File: src/rtl/proc_pkg.sv
// ----------------------------------------------------------------------------
// proc_pkg
//   Shared definitions for the instruction-decode stage.
//   - opcode_t    : 3-bit opcode encoding (ADD..SPC)
//   - id_state_t  : program-completion FSM states (RUN, DRAIN, DONE)
//   - OP_BR       : opcode value of the branch instruction
//   - BR_LUT      : fixed branch-target table, indexed by Instr[4:0]
//   - PC_W_DEFAULT / INSTR_W_DEFAULT : default datapath widths
// ----------------------------------------------------------------------------
package proc_pkg;

    localparam int PC_W_DEFAULT    = 10;
    localparam int INSTR_W_DEFAULT = 9;
    localparam int LUT_DEPTH       = 32;

    typedef enum logic [2:0] {
        ADD = 3'd0,
        SUB = 3'd1,
        AND = 3'd2,
        LDR = 3'd3,
        STR = 3'd4,
        MOV = 3'd5,
        BR  = 3'd6,
        SPC = 3'd7
    } opcode_t;

    typedef enum logic [1:0] {
        RUN   = 2'd0,
        DRAIN = 2'd1,
        DONE  = 2'd2
    } id_state_t;

    localparam logic [2:0] OP_BR = 3'(BR);

    // Lower half: short forward targets; upper half: far targets in the
    // second half of program memory.
    localparam logic [PC_W_DEFAULT-1:0] BR_LUT [0:LUT_DEPTH-1] = '{
        10'h008, 10'h010, 10'h018, 10'h020, 10'h028, 10'h030, 10'h038, 10'h040,
        10'h048, 10'h050, 10'h058, 10'h060, 10'h068, 10'h070, 10'h078, 10'h080,
        10'h230, 10'h233, 10'h236, 10'h239, 10'h23C, 10'h23F, 10'h242, 10'h245,
        10'h248, 10'h24B, 10'h24E, 10'h251, 10'h254, 10'h257, 10'h25A, 10'h25D
    };

endpackage

File: src/rtl/branch_lut.sv
// ----------------------------------------------------------------------------
// branch_lut
//   Read-only branch-target lookup, purely combinational.
//   Ports:
//     idx     in   LUT_AW   table index (low bits of the branch instruction)
//     target  out  PC_W     branch target PC
// ----------------------------------------------------------------------------
module branch_lut
    import proc_pkg::*;
#(
    parameter int LUT_AW = 5,
    parameter int PC_W   = PC_W_DEFAULT
) (
    input  logic [LUT_AW-1:0] idx,
    output logic [PC_W-1:0]   target
);

    always_comb begin
        target = PC_W'(BR_LUT[idx]);
    end

endmodule

File: src/rtl/id_stage.sv
// ----------------------------------------------------------------------------
// id_stage
//   Instruction-decode stage behind fetch. Registers the fetched instruction,
//   splits its fields, resolves branch targets through branch_lut, squashes
//   wrong-path instructions on taken branches and tracks program completion
//   (RUN -> DRAIN -> DONE) with a 2-bit completed-program counter.
//   Ports:
//     CLK        in   1        clock
//     Init       in   1        synchronous active-high reset
//     Start      in   1        leave DONE and start the next program
//     PC_in      in   PC_W     fetch PC of Instr
//     Instr      in   INSTR_W  instruction at PC_in
//     Halt_in    in   1        fetch halt flag
//     Stall      in   1        hold the ID register
//     Taken      in   1        branch resolved taken this cycle
//     Valid      out  1        ID register holds a live instruction
//     Opcode     out  3        registered Instr[8:6]
//     Rd         out  3        registered Instr[5:3]
//     Rs         out  3        registered Instr[2:0]
//     PC_out     out  PC_W     PC of the registered instruction
//     Branch_en  out  1        registered instruction is a live BR
//     Target     out  PC_W     LUT target of the registered instruction, else 0
//     ProgState  out  2        completed-program count (wraps)
//     Done       out  1        high while in DONE
// ----------------------------------------------------------------------------
module id_stage
    import proc_pkg::*;
#(
    parameter int PC_W         = PC_W_DEFAULT,
    parameter int INSTR_W      = INSTR_W_DEFAULT,
    parameter int LUT_AW       = 5,
    parameter int DRAIN_CYCLES = 2
) (
    input  logic               CLK,
    input  logic               Init,
    input  logic               Start,
    input  logic [PC_W-1:0]    PC_in,
    input  logic [INSTR_W-1:0] Instr,
    input  logic               Halt_in,
    input  logic               Stall,
    input  logic               Taken,
    output logic               Valid,
    output logic [2:0]         Opcode,
    output logic [2:0]         Rd,
    output logic [2:0]         Rs,
    output logic [PC_W-1:0]    PC_out,
    output logic               Branch_en,
    output logic [PC_W-1:0]    Target,
    output logic [1:0]         ProgState,
    output logic               Done
);

    localparam int CNT_W = (DRAIN_CYCLES > 1) ? $clog2(DRAIN_CYCLES) : 1;

    // ID register (stage p1) and control state
    logic            valid_p1;
    logic [2:0]      opcode_p1;
    logic [2:0]      rd_p1;
    logic [2:0]      rs_p1;
    logic [PC_W-1:0] pc_p1;
    logic            branch_p1;
    logic [PC_W-1:0] target_p1;
    logic [1:0]      prog_q;
    logic            done_q;
    id_state_t       state_q;
    logic [CNT_W-1:0] drain_cnt_q;

    logic [PC_W-1:0] lut_target;
    logic            in_run;
    logic            squash;
    logic            load;
    logic            halt_take;
    logic [2:0]      instr_op;

    branch_lut #(
        .LUT_AW (LUT_AW),
        .PC_W   (PC_W)
    ) u_branch_lut (
        .idx    (Instr[LUT_AW-1:0]),
        .target (lut_target)
    );

    always_comb begin
        instr_op  = Instr[INSTR_W-1 -: 3];
        in_run    = (state_q == RUN);
        // Outside RUN the register only ever sees bubbles; in RUN a taken
        // branch wins over a stall.
        squash    = Taken || !in_run;
        load      = in_run && !Taken && !Stall;
        // A stalled halt is not captured unless the taken squash moves the
        // pipeline anyway.
        halt_take = in_run && Halt_in && (Taken || !Stall);
    end

    // p0 -> p1: ID register, FSM, drain counter, program counter
    always_ff @(posedge CLK) begin
        if (Init) begin
            valid_p1    <= 1'b0;
            opcode_p1   <= '0;
            rd_p1       <= '0;
            rs_p1       <= '0;
            pc_p1       <= '0;
            branch_p1   <= 1'b0;
            target_p1   <= '0;
            prog_q      <= '0;
            done_q      <= 1'b0;
            state_q     <= RUN;
            drain_cnt_q <= '0;
        end else begin
            if (squash) begin
                valid_p1  <= 1'b0;
                opcode_p1 <= '0;
                rd_p1     <= '0;
                rs_p1     <= '0;
                pc_p1     <= '0;
                branch_p1 <= 1'b0;
                target_p1 <= '0;
            end else if (load) begin
                valid_p1  <= 1'b1;
                opcode_p1 <= instr_op;
                rd_p1     <= Instr[5:3];
                rs_p1     <= Instr[2:0];
                pc_p1     <= PC_in;
                branch_p1 <= (instr_op == OP_BR);
                target_p1 <= lut_target;
            end

            case (state_q)
                RUN: begin
                    if (halt_take) begin
                        state_q     <= DRAIN;
                        drain_cnt_q <= CNT_W'(DRAIN_CYCLES - 1);
                    end
                end
                DRAIN: begin
                    if (drain_cnt_q == '0) begin
                        state_q <= DONE;
                        done_q  <= 1'b1;
                        prog_q  <= prog_q + 2'd1;
                    end else begin
                        drain_cnt_q <= drain_cnt_q - 1'b1;
                    end
                end
                DONE: begin
                    if (Start) begin
                        state_q <= RUN;
                        done_q  <= 1'b0;
                    end
                end
                default: begin
                    state_q <= RUN;
                    done_q  <= 1'b0;
                end
            endcase
        end
    end

    assign Valid     = valid_p1;
    assign Opcode    = opcode_p1;
    assign Rd        = rd_p1;
    assign Rs        = rs_p1;
    assign PC_out    = pc_p1;
    assign Branch_en = branch_p1;
    assign Target    = target_p1;
    assign ProgState = prog_q;
    assign Done      = done_q;

endmodule
File: config.mk
export PLATFORM = sky130hd
export DESIGN_NAME = id_stage
export DESIGN_NICKNAME = d
export VERILOG_FILES = /design/src/rtl/proc_pkg.sv /design/src/rtl/branch_lut.sv /design/src/rtl/id_stage.sv
export SDC_FILE = /design/constraint.sdc
export NUM_CORES = 1
export LEC_CHECK = 0
export ABC_CLOCK_PERIOD_IN_PS = 1700
export CAP_MARGIN = 15
export CELL_PAD_IN_SITES_DETAIL_PLACEMENT = 1
export CELL_PAD_IN_SITES_GLOBAL_PLACEMENT = 2
export CORE_MARGIN = 10
export CORE_UTILIZATION = 26
export DETAILED_ROUTE_END_ITERATION = 8
export PLACE_DENSITY = 0.87
export SLEW_MARGIN = 10
export SYNTH_ARGS = -nofsm -noshare
export SYNTH_HDL_FRONTEND = slang
export SYNTH_HIERARCHICAL = 1
export SYNTH_SLANG_ARGS = --single-unit
File: constraint.sdc
create_clock -name CLK -period 1.7 [get_ports CLK]
set_input_delay 0.34 -clock CLK [delete_from_list [all_inputs] [get_ports CLK]]
set_output_delay 0.34 -clock CLK [all_outputs]
set_load 0.05 [all_outputs]
; Word-level counts from Yosys, hierarchy flattened
; Memories as Yosys holds them, arrays and structs flattened. A register that Yosys moved wholly into a read port is not among the register bits.
; Index checks and enable logic that the tools add are counted.
[word_totals]
input_bits = 25
output_inout_bits = 34
ramBits = 0
rom_bits = 320
regBits = 27
word_cells = 48
latchBits = 0
mem_count = 1
[op_classes]
n_bitwise = 3
mul = 0
n_eq_ne = 6
muxes = 10
n_addsub = 2
n_div = 0
magnitude_cmp = 0
shifts = 0
reduce_logical = 16
[mem_list]
columns = memory, depth, word_bits, rd, rd_clocked_by_memory_dff, write_ports, line
row1 = (name not given), 32, 10, 1, 1, 0, branch_lut.sv:19  ; target = PC_W'(BR_LUT[idx]);
[op_table]
columns = operator, n
row1 = $mux 2, 3
row2 = $not 5->6, 1
row3 = $pmux 2 s3, 1
row4 = $reduce_and 3->1, 2
row5 = $logic_and 1x1->1, 4
row6 = $mux 1, 4
row7 = $ne 2x2->1 const B, 2
row8 = $reduce_and 2->1, 2
row9 = $eq 3x3->1 const B, 1
row10 = $logic_not 1->1, 3
row11 = $pmux 1 s3, 1
row12 = $add 2x1->2 const B, 1
row13 = $eq 2x1->1 const B, 1
row14 = $eq 2x2->1 const B, 1
row15 = $logic_not 2->1, 1
row16 = $logic_or 1x1->1, 2
row17 = $ne 2x1->1 const B, 1
row18 = $not 1->1, 2
row19 = $pmux 1 s2, 1
row20 = $reduce_bool 2->1, 1
row21 = $reduce_or 2->1, 1
row22 = $sub 1x1->1 const B, 1

; Depth between registers and ports, before layout
; Gate-level depths: netlist of run 1.
[logic_depth]
depth_word = 5
depth_mapped = 6
mapped_depth_nobuf = 5

; Hierarchy
; Netlist of run 1, hierarchy kept.
[by_module_without_submodules]
columns = module, n_inst, seq_area_each_um2, area_per_inst_um2, cells_each
row1 = id_stage, 1, 740.7, 1336.3, 109
row2 = branch_lut, 1, 0.0, 230.2, 32

; Worst setup path after synthesis of run 1
; Ideal clock, no wire load.
[synth_timing]
kind = input to register
start = in Instr[0]
end = reg target_p1[3] (netlist: Target[3])
arrival_ns = 1.432
n_path_buf = 0
slack_ns = 0.149
stages = 5
path_cell_list = ha_1 -> or2_4 -> and4b_1 -> a211o_1 -> o221a_2
[synth_between]
elab_chain_cells = 1
[synth_rtl]
columns = item, line
row1 = "start, declared", id_stage.sv:38  ; input logic [INSTR_W-1:0] Instr,
row2 = $not 5->6 (implied by the code), branch_lut.sv:19
row3 = "end, declared", id_stage.sv:62  ; logic [PC_W-1:0] target_p1;
; Every way passes these cells.
; A chain may end at the register's enable or synchronous reset.

; Final worst setup path of run 1
[layout_timing]
start = in Taken
end = reg pc_p1[5] (netlist: PC_out[5])
[layout_between]
elab_chain_cells = 3
[layout_rtl]
columns = item, line
row1 = "start, declared", id_stage.sv:41  ; input logic Taken,
row2 = $logic_not 1->1, id_stage.sv:89  ; load = in_run && !Taken && !Stall;
row3 = $logic_and 1x1->1 (2 in series), id_stage.sv:89
row4 = "end signal, assigned", id_stage.sv:123  ; pc_p1 <= PC_in;
row5 = "end, declared", id_stage.sv:60  ; logic [PC_W-1:0] pc_p1;
; Several ways; a longest one is shown, not always the timed one.

==> results of run 1 <==
==> cells by family after synthesis <==
group                    share of synthesized area
multiplexers                                0.0264
AND/OR/NAND/NOR                              0.131
AO/OA/AOI/OAI                                0.257
other                                      0.00239
flip-flops                                   0.473
buffers and inverters                       0.0671
adder cells (fa/ha/maj)                     0.0320
XOR/XNOR                                    0.0112
==> registers in the layout, indices dropped and copies added, names as in the netlist <==
signal       count
Rs               3
state_q          2
Rd               3
Branch_en        1
ProgState        2
Valid            1
Opcode           3
Done             1
PC_out          10
drain_cnt_q      1
Target          10
==> cell usage after synthesis, drive strengths merged (3+ instances only) <==
library cell,instances
nor2,6
a211oi,3
o21ai,3
nand2,8
clkbuf,4
dfxtp,37
o221a,26
a21oi,8
ha,4
mux2i,3
buf,9
inv,3
==> power by group through the flow <==
stage	Sequential, uW	Combinational (uW)	Clock (uW)
2_1_floorplan	1100	154	0
3_3_place_gp	959	496	0
3_5_place_dp	962	501	0
4_1_cts	942	501	664
5_1_grt	948	528	695
6_report	941	493	634
==> per-stage QoR <==
step,hold slack (ns),utilization,worst slack (ns)
floorplan,0.476,-,0.149
global placement,0.445,0.382,-0.327
detailed placement,0.454,0.382,-0.351
CTS,0.464,0.397,0.0915
global route,0.484,0.397,0.0424
finish,0.460,0.397,0.0866
==> final cells by class <==
type | instances | share of cell area
clock buffer | 7 | 0.0370
inverter | 4 | 0.00643
multi-input combinational | 87 | 0.310
sequential | 37 | 0.317
tap | 75 | 0.0402
timing repair buffer | 79 | 0.289
==> metal layers <==
| metal | track usage | wire length (um) | vias to the layer above |
|---|---|---|---|
| met5 | 0 | 0 | - |
| met4 | 0.0268 | 46 | 0 |
| met3 | 0.0356 | 273 | 5 |
| met2 | 0.162 | 2340 | 35 |
| met1 | 0.108 | 2040 | 656 |
| li1 | - | - | 679 |
==> worst max-delay path, stage by stage <==
cell and delay, ns:
clkdlybuf4s50_1 0.43, or4_4 0.69, o221a_2 0.32
==> worst paths after layout <==
path,cells after the start,start,to,slack [ns]
setup / recovery,3,Taken,PC_out[5],0.09
hold / removal,2,Opcode[1],Opcode[1],0.46
setup reg to reg,2,state_q[0],PC_out[5],0.22
hold reg to reg,2,Opcode[1],Opcode[1],0.46
==> timing repair <==
item | CTS | global route
resized for setup | 3 | 0
endpoints found under the setup margin | 1 | 0
hold buffers | 0 | 0
setup buffers | 0 | 0
==> metrics.cfg, run 1 <==
[finish]
n_antenna_cell = 0
register_area_um2 = 741
nNetsFinal = 243
final_layout_size_suffix_gt1_frac = 0.416
most_frequent_standard_cell_in_the_layout_excluding_fill_and_tap_cells = buf_4
mostFrequentLayoutCells = buf_4, dfxtp_1, clkdlybuf4s50_1
finish.cell_count_without_fillers = 289
fill_cells = 693
multi_input_area_um2 = 723
post-route-cell-area_mm2 = 0.00233
syn_to_final_growth_pct = 49.0

[logic_synthesis]
yosys_warnings = 6
synth_seq_cells = 37
synth_top_cells_by_area = dfxtp_1, o221a_2, o221a_1
seq_area_frac_synth = 0.473
synth.lib_cells_used.distinct = 40
async_flop_share = 0
synth-main-ff-cell = dfxtp_1
post_synth_top_area_share = 0.473
mappedNetlistNets = 170
syn_area_per_cell_um2 = 11.1
synth_enable_flop_cells = 0
mappedNetlistArea_mm2 = 0.00157
number_of_cells_produced_by_synthesis = 141
post-synth-top-area-cell = dfxtp_1

[grt]
grt_start_max_net_pins = 30
gr-total-overflow = 0
gr-usage-all-layers = 0.0952
antenna_found_initial = 0
global_route_wire_length_before_repair_um = 7580
vias_in_the_first_global_route = 1484

[place]
dp.cells = 282
port-buffer-count = 58
place_area_mm2 = 0.00225
finalWeightedCongestion = 0.798
place.detailed.hpwl_um = 3540

[status]
outcome = finished, final reports clean

[sta]
clock.fmax_mhz = 620
fin_setup_tns_ns = 0
fin_crit_sh = 0.949
finalHoldViolCount = 0
setup_viol = 0
rsz0062_at_grt = false
timing.clock.skew_ns = 0.00812
timing.final.max_slew_violations = 0
timing.final.crit_period_ns = 1.61

[detailed_routing]
num_vias = 1375
drc = 0
routed_wl_per_cell_um = 16.3
drt-vias-per-instance = 4.76
finalWirelength_um = 4700
dr.first_iter.drc_count = 36
detail_route.first_pass.iterations = 4
postRouteAntennaNets = 0

[critical_path]
startpoint_type = input pin
cp_max_fo = 29
timing_worst_setup_path_type = in2reg
critPathRequiredTime_ns = 1.87
endpoint_kind = flop
worst-endpoint-arrival_ns = 1.78

[clock_tree]
clkSlewWorstSetupHoldPaths_ns = 0.07
clock-sinks = 37
cts_buffer_depth = 2
tritoncts = done
cts_made_buffers = 5
h-tree-depth = 2
insertion_delay_ns = 0.29
clockRootBuffer = clkbuf_8

[power_and_ir_drop]
power_frac_clock = 0.307
p_sw_frac = 0.302
power_leakage_uw = 0.000989
power.sequential.fraction = 0.455
irDropWorstVdd_uv = 354
combPwrFrac = 0.238
p_int_uw = 1440
total_power_uw = 2070
power_dens_cells_mw_per_mm2 = 886
netSwitchingPower_uw = 625

[floorplan]
floorplan.die.height_um = 97.6
core_area_mm2 = 0.00589
chipWidth_um = 97.6
design.die.area_mm2 = 0.00953
start_util = 0.266
rows = 28
ios = 59

[worst_hold_path]
worstHoldPathType = reg2reg

[run]
drv_cap = 0

(Power assumes the default switching activity.)
==> run 2: changes to the inputs <==
--- a/config.mk
+++ b/config.mk
@@ -13,6 +13,7 @@
 export CORE_UTILIZATION = 26
 export DETAILED_ROUTE_END_ITERATION = 8
 export PLACE_DENSITY = 0.87
+export SKIP_CTS_REPAIR_TIMING = 1
 export SLEW_MARGIN = 10
 export SYNTH_ARGS = -nofsm -noshare
 export SYNTH_HDL_FRONTEND = slang
==> run 2 against run 1 <==
Net effect:
- clock power about the same
- critical path depth unchanged
- utilization up 0.13 points
- sequential share of layout area down 0.10 points
- critical path type unchanged
- largest cell class unchanged
==> metrics.cfg, run 2 (same netlist as run 1, synthesis figures left out) <==
[status]
outcome = finished, final reports clean

[worst_hold_path]
timing.hold.worst_path_depth = 2  ; unchanged
worstHoldPathType = reg2reg

[detailed_routing]
postRouteAntennaNets = 0  ; unchanged
drc = 0  ; unchanged
dr.first_iter.drc_count = 39  ; +8.3%
finalWirelength_um = 4710  ; +0.19%
routed_wl_per_cell_um = 16.3  ; +0.19%
num_vias = 1372  ; -0.22%
detail_route.first_pass.iterations = 4  ; unchanged
drt-vias-per-instance = 4.75  ; -0.22%

[finish]
final_layout_size_suffix_gt1_frac = 0.416  ; unchanged
finish.utilization = 0.398  ; +0.00128
mostFrequentLayoutCells = buf_4, dfxtp_1, clkdlybuf4s50_1
syn_to_final_growth_pct = 49.5
nNetsFinal = 243  ; unchanged
most_frequent_standard_cell_in_the_layout_excluding_fill_and_tap_cells = buf_4
n_antenna_cell = 0  ; unchanged

[sta]
setup_viol = 0  ; unchanged
timing.final.crit_period_ns = 1.61  ; +0.000216 ns
rsz0062_at_grt = false
timing.clock.skew_ns = 0.00819  ; +0.0000661 ns
timing.final.max_slew_violations = 0  ; unchanged
finalHoldViolCount = 0  ; unchanged
post-route-worst-setup-slack_ns = 0.0864  ; -0.000216 ns
clock.fmax_mhz = 620  ; about the same
fin_setup_tns_ns = 0  ; unchanged
fin_crit_sh = 0.949  ; about the same
final.hold.worst_slack_ns = 0.460  ; unchanged

[grt]
gr-usage-all-layers = 0.0950  ; -0.000145
gr-total-overflow = 0  ; unchanged
global_route_wire_length_before_repair_um = 7570  ; about the same
grt_start_max_net_pins = 30  ; unchanged
vias_in_the_first_global_route = 1484  ; unchanged
antenna_found_initial = 0  ; unchanged

[clock_tree]
h-tree-depth = 2  ; unchanged
tritoncts = done
cts_made_buffers = 5  ; unchanged
clkSlewWorstSetupHoldPaths_ns = 0.07  ; about the same
clock-sinks = 37  ; unchanged
insertion_delay_ns = 0.29  ; about the same
cts_buffer_depth = 2  ; unchanged
clockRootBuffer = clkbuf_8

[critical_path]
cp_cell_sequence = clkdlybuf4s50_1 -> or4_4 -> o221a_2
worstRegToRegCells = 2  ; unchanged
worst-endpoint-arrival_ns = 1.79  ; about the same
reg2reg_setup_slack_ns = 0.22  ; about the same
timing_worst_setup_path_type = in2reg
critPathRequiredTime_ns = 1.87  ; about the same
startpoint_type = input pin
crit_path_top_delay_cell = or4_4
cp_max_fo = 29  ; unchanged
endpoint_kind = flop
timing.critical_path.slowest_cell_delay_ns = 0.69  ; about the same

[power_and_ir_drop]
irDropWorstVdd_uv = 354  ; about the same
power_leakage_uw = 0.00100  ; +1.6%
total_power_uw = 2070  ; about the same
power_dens_cells_mw_per_mm2 = 884  ; -0.27%

[floorplan]
design.die.area_mm2 = 0.00953  ; unchanged
ios = 59  ; unchanged
chipWidth_um = 97.6  ; unchanged
start_util = 0.266  ; unchanged
floorplan.die.height_um = 97.6  ; unchanged
rows = 28  ; unchanged
core_area_mm2 = 0.00589  ; unchanged

[place]
finalWeightedCongestion = 0.798  ; unchanged
pre_cts_slack_ns = -0.351  ; unchanged
port-buffer-count = 58  ; unchanged
place.detailed.hpwl_um = 3540  ; unchanged

[run]
drv_cap = 0  ; unchanged

## run 2: cell types whose count changed in the layout (fill, tap and decap cells not counted), sizes merged
cell,change
dlygate4sd2,-2
dlymetal6s2s,+2
## run 2: final timing paths
check,start,endpoint
setup reg to reg,state_q[0],PC_out[5]
hold / removal,Opcode[1],Opcode[1]
setup / recovery,Taken,PC_out[5]
hold reg to reg,Opcode[1],Opcode[1]
## run 2: routing by layer
metal / part of all wire / track usage / wire length [um] / vias to the layer above
met3: 0.058 / 0.0356 / 275 / 5
met5: 0 / 0 / 0 / -
met2: 0.50 / 0.162 / 2340 / 36
met1: 0.43 / 0.108 / 2050 / 652
met4: 0.0098 / 0.0268 / 46 / 0
li1: - / - / - / 679
## run 2: cell type report
class / instances / area [um^2]
flip-flops and latches: 37 / 741
inverters: 4 / 15.0
multi-input cells: 87 / 723
clock buffers: 7 / 86.3
repair buffers: 79 / 683
well taps: 75 / 93.8
fillers: 690 / 3540
## run 2: critical path: cells and delay by family
kind                   cells  cell delay [ns]
AOI/OAI and AO/OA          1             0.32
buffers and inverters      1             0.43
and+or+nand+nor            1             0.69
## run 2: power by group
group	internal (uW)	switching, uW	total [uW]	leakage (uW)
registers	913	27.8	941	0.000302
logic	210	285	494	0.000657
clock network	322	312	634	0.0000443
## run 2: stage by stage
stage | std cells | area (um^2)
2_1_floorplan | 141 | 1570
3_3_place_gp | 282 | 2250
3_5_place_dp | 282 | 2250
4_1_cts | 289 | 2330
5_1_grt | 289 | 2340
6_report | 289 | 2340
==> run 3: changes to the inputs <==
--- a/config.mk
+++ b/config.mk
@@ -14,7 +14,6 @@
 export DETAILED_ROUTE_END_ITERATION = 8
 export PLACE_DENSITY = 0.87
 export SKIP_CTS_REPAIR_TIMING = 1
-export SLEW_MARGIN = 10
 export SYNTH_ARGS = -nofsm -noshare
 export SYNTH_HDL_FRONTEND = slang
 export SYNTH_HIERARCHICAL = 1
==> results of run 3 <==
The final DEF is identical to that of run 2; final timing and power are the same.
